## src/rtl/call_result_collector.sv

```systemverilog
// call_result_collector: issues a batch of callee requests and
// accumulates the signed 32-bit returns into a 40-bit running sum.
module call_result_collector #(
    parameter int TIMEOUT = 16
) (
    input  logic        clock,
    input  logic        reset,
    input  logic        ce,
    input  logic        i_start,
    input  logic [7:0]  i_count,
    output logic        o_callee_req,
    input  logic        i_callee_busy,
    input  logic [31:0] i_callee_return,
    output logic        o_busy,
    output logic        o_done,
    output logic [39:0] o_sum,
    output logic [31:0] o_last,
    output logic [7:0]  o_calls,
    output logic        o_error
);

    localparam int TW = $clog2(TIMEOUT + 1);

    typedef enum logic [2:0] {
        S_IDLE,
        S_REQ,
        S_WAIT_LO,
        S_ACC,
        S_DONE
    } state_t;

    state_t        state_q, state_d;
    logic [7:0]    rem_q, rem_d;
    logic [TW-1:0] tmo_q, tmo_d;
    logic          req_q, req_d;
    logic          busy_q, busy_d;
    logic          done_q, done_d;
    logic [39:0]   sum_q, sum_d;
    logic [31:0]   last_q, last_d;
    logic [7:0]    calls_q, calls_d;
    logic          err_q, err_d;

    // Next-state logic; the registered flags are derived from the
    // next state so they line up with the state they describe.
    always_comb begin
        state_d = state_q;
        rem_d   = rem_q;
        tmo_d   = tmo_q;
        sum_d   = sum_q;
        last_d  = last_q;
        calls_d = calls_q;
        err_d   = err_q;
        case (state_q)
            S_IDLE: begin
                if (i_start) begin
                    sum_d   = '0;
                    calls_d = '0;
                    err_d   = 1'b0;
                    rem_d   = i_count;
                    tmo_d   = '0;
                    state_d = (i_count == 8'd0) ? S_DONE : S_REQ;
                end
            end
            S_REQ: begin
                tmo_d = tmo_q + 1'b1;
                if (i_callee_busy) begin
                    state_d = S_WAIT_LO;
                end else if (tmo_q == TW'(TIMEOUT - 1)) begin
                    err_d   = 1'b1;
                    state_d = S_DONE;
                end
            end
            S_WAIT_LO: begin
                if (!i_callee_busy) begin
                    state_d = S_ACC;
                end
            end
            S_ACC: begin
                sum_d   = sum_q + {{8{i_callee_return[31]}}, i_callee_return};
                last_d  = i_callee_return;
                calls_d = calls_q + 8'd1;
                rem_d   = rem_q - 8'd1;
                tmo_d   = '0;
                state_d = (rem_q == 8'd1) ? S_DONE : S_REQ;
            end
            S_DONE: begin
                state_d = S_IDLE;
            end
            default: begin
                state_d = S_IDLE;
            end
        endcase
        req_d  = (state_d == S_REQ);
        busy_d = (state_d != S_IDLE);
        done_d = (state_d == S_DONE);
    end

    // State and output registers; reset wins over the clock enable.
    always_ff @(posedge clock) begin
        if (reset) begin
            state_q <= S_IDLE;
            rem_q   <= '0;
            tmo_q   <= '0;
            req_q   <= 1'b0;
            busy_q  <= 1'b0;
            done_q  <= 1'b0;
            sum_q   <= '0;
            last_q  <= '0;
            calls_q <= '0;
            err_q   <= 1'b0;
        end else if (ce) begin
            state_q <= state_d;
            rem_q   <= rem_d;
            tmo_q   <= tmo_d;
            req_q   <= req_d;
            busy_q  <= busy_d;
            done_q  <= done_d;
            sum_q   <= sum_d;
            last_q  <= last_d;
            calls_q <= calls_d;
            err_q   <= err_d;
        end
    end

    assign o_callee_req = req_q;
    assign o_busy       = busy_q;
    assign o_done       = done_q;
    assign o_sum        = sum_q;
    assign o_last       = last_q;
    assign o_calls      = calls_q;
    assign o_error      = err_q;

endmodule

```

## config.mk

```make
export PLATFORM = sky130hd
export DESIGN_NAME = call_result_collector
export DESIGN_NICKNAME = d
export VERILOG_FILES = /design/src/rtl/call_result_collector.sv
export SDC_FILE = /design/constraint.sdc
export NUM_CORES = 1
export LEC_CHECK = 0
export BUFFER_PORTS_ARGS = -buffer_cell sky130_fd_sc_hd__buf_2
export CAP_MARGIN = 20
export CORE_MARGIN = 5
export CORE_UTILIZATION = 48
export CTS_CLUSTER_SIZE = 20
export DETAILED_ROUTE_END_ITERATION = 7
export GPL_TIMING_DRIVEN = 0
export MAX_ROUTING_LAYER = met4
export PLACE_DENSITY_LB_ADDON = 0.05
export SETUP_SLACK_MARGIN = 0.3
export SYNTH_ARGS = -nofsm -noshare
export SYNTH_HDL_FRONTEND = slang
export SYNTH_SLANG_ARGS = --single-unit
```

## constraint.sdc

```tcl
create_clock -name clock -period 4.3 [get_ports clock]
set_input_delay 0.43 -clock clock [delete_from_list [all_inputs] [get_ports clock]]
set_output_delay 0.43 -clock clock [all_outputs]
set_load 0.1 [all_outputs]
```

==> results.tsv <==
metric	value	unit
leakage	3.341	nW
status	finished, final reports clean	
nets	1046	
die_w	125.1	um
max_freq	332.2	MHz
insertion_delay	360	ps
dr.pass1.iters	5	
htree_levels	3	
p_switching	0.5835	mW
via_count	6536	
dp_slack	1093	ps
combPwrFrac	12.9	%
synthCells	817	
area_growth	18.39	%
timing.critical_path.buf_inv	1	
crit_type	flop to flop	
grt_antenna_before_repair	0	
port_buffers	128	
totalWireLength	19340	um
cap_violations	0	
tns	0	ps
dieArea	15660	um2
power_frac_clock	41.4	%
hpwlAfterDp	15020	um
gr-total-overflow	0	
ys_types	68	
drt_iter0_markers	507	
async_flop_share	0	%
vdd_drop_max	165.0	uV
drive_gt1_share	19.15	%
cts-resized-gates	0	
maxSlewHeadroom	52.45	%
yosys.area.top_type_share	31.47	%
grt-busiest-layer	met2	
synthAdderAreaFrac	8.968	%
post-route-min-period	3010	ps
fin_worst_skew	5.983	ps
grt_pass1_vias	6262	
post_cts_buffers	0	
syn_area_per_cell	7.787	um2
synth_xor_area_share	4.405	%
seq_area	2002	um2
place_congestion	0.9435	
netlist_area	6362	um2
synth_nets	907	
clk_pin_slew	70	ps
hold_start	i_callee_return[3]	
ys_warn_count	0	
fin_crit_sh	70.00	%
cts_buffer_depth	2	
worst-slew-pin-transition	707.8	ps
core-area	13140	um2
hold_viol	0	
cpPeakStageDelay	550	ps
synthTopCellsByCount	nand2_1, a21oi_1, dfxtp_1	
io_pins	129	
cts_buffers	9	
synth_edf_count	0	
synth_ff_type	dfxtp_1	
fillers	1286	
dp_cells	1121	
min_path_type	input port to flop	
tritoncts	built	
synth.largest_area_cell	dfxtp_1	
grt_max_degree	19	
ys_ff_latch	100	
swShare	28.17	%
slew_viol_final	0	
path_delay_family	compound AO/OA/AOI/OAI gates	
grt_use_met2	40.90	%
cp.arrival	3260	ps
end_kind	flop	
yosysMostFrequentCell	nand2_1	
finalPower	2.071	mW
critPathLaunchType	flop	
synth_top_family_by_area	compound AO/OA/AOI/OAI gates	
critical_path_required	4550	ps
yosys.area_share.simple	22.28	%
drcViolationCount	0	
grt_pass1_wl	31310	um
cts_hold_buf	0	
ys_seq_area_share	31.47	%
power.density	275.0	nW/um2
synth-compound-area-share	25.37	%
critPathMostFrequentCell	o2111ai_1	
synth_area_leaders	dfxtp_1, ha_1, a21oi_1, nand2_1, nor2_1	
fin_cells	1137	
antennaDiodeCount	0	
ant_nets	0	
rows	42	
setup_viol	0	
p_int	1.488	mW
muxShareOfSynthArea	1.750	%
via_per_inst	5.748	
grtUsageMet1	30.94	%
cp-startpoint	o_sum[8]	
cp_max_fo	8	
die_h	125.1	um
clock-root-buffer	clkbuf_16	
multi_input_area	3994	um2
crit_slowest_cell	a2111oi_2	
grt_use_total	24.79	%
path_cells	ha_1 -> buf_2 -> nand4_1 -> nor2_1 -> o2111ai_1 -> a2111oi_2 -> o2111ai_1 -> a211oi_2 -> mux2i_1 -> nand2_1	
wl_per_cell	17.01	um
pwr-share-seq	45.7	%
grtUsageMet3	3.753	%
reg2reg_from	o_sum[8]	
rsz0062_at_grt	no	
clock_sinks	100	
start_util	48.43	%
timing.final.ws_setup	1290	ps
==> flip-flops by register name, summed over array words and instances, names as in the netlist <==
signal	count
state_q	3
tmo_q	5
o_calls	8
rem_q	8
o_done	1
o_busy	1
o_error	1
o_last	32
o_sum	40
o_callee_req	1
==> worst paths after layout <==
check                            endpoint  slack, ps  cells past startpoint
worst min-delay path            o_last[3]        330                      3
worst max-delay path            o_sum[37]       1290                     10
worst min register to register  o_last[3]        460                      2
worst max register to register  o_sum[37]       1290                     10
==> routing by layer <==
layer,part of all wire (%),up-vias
li1,-,3207
met1,45,3094
met2,48,199
met3,5.3,36
met4,2.3,0
met5,0,-
==> cells in the final DEF (no fill, tap or decap), types with 15 or more instances in the layout <==
master / n
o21ai_0: 23
a21o_1: 15
inv_1: 17
ha_1: 44
a21oi_1: 100
a22oi_1: 16
nand2_1: 122
nand3_1: 24
xnor2_1: 21
dfxtp_1: 100
buf_2: 133
nand4_1: 17
clkbuf_1: 30
nor3_1: 22
o21ai_1: 18
nor2_1: 75
==> tightest hold or removal path, stage by stage <==
cell,delay [ps]
buf_2,110
nand2_1,50
a21oi_1,50
==> through the flow <==
step / area, um2 / util, % / hold slack, ps
finish: 7532 / 57.33 / 328.3
global route: 7532 / 57.33 / 318.0
detailed placement: 7223 / 54.98 / 448.2
floorplan: 6362 / - / 471.6
global placement: 7223 / 54.98 / 440.6
CTS: 7532 / 57.33 / 317.2
==> power by group through the flow <==
stage	registers (mW)	clock network, mW	logic [mW]
2_1_floorplan	0.989	0	0.159
3_3_place_gp	0.967	0	0.261
3_5_place_dp	0.967	0	0.264
4_1_cts	0.945	0.880	0.266
5_1_grt	0.948	0.931	0.293
6_report	0.946	0.858	0.267
==> cell type report <==
type / count / share of cell area [%]
clock inverters: 7 / 1.113
multi-input cells: 648 / 53.02
well taps: 176 / 2.924
clock buffers: 9 / 2.990
flip-flops and latches: 100 / 26.58
plain buffers: 52 / 4.020
repair buffers: 128 / 8.505
inverters: 17 / 0.8472
==> cell families (layout without fill, tap and decap cells) <==
family | count (synthesis) | count (layout)
DFF | 100 | 100
buffers and inverters | 69 | 213
xor gates and xnor gates | 32 | 32
and+or+nand+nor | 312 | 312
muxes | 11 | 11
AOI/OAI and AO/OA | 248 | 248
adders and majority gates | 45 | 45
Note: power is estimated with default switching activity, not from simulation.
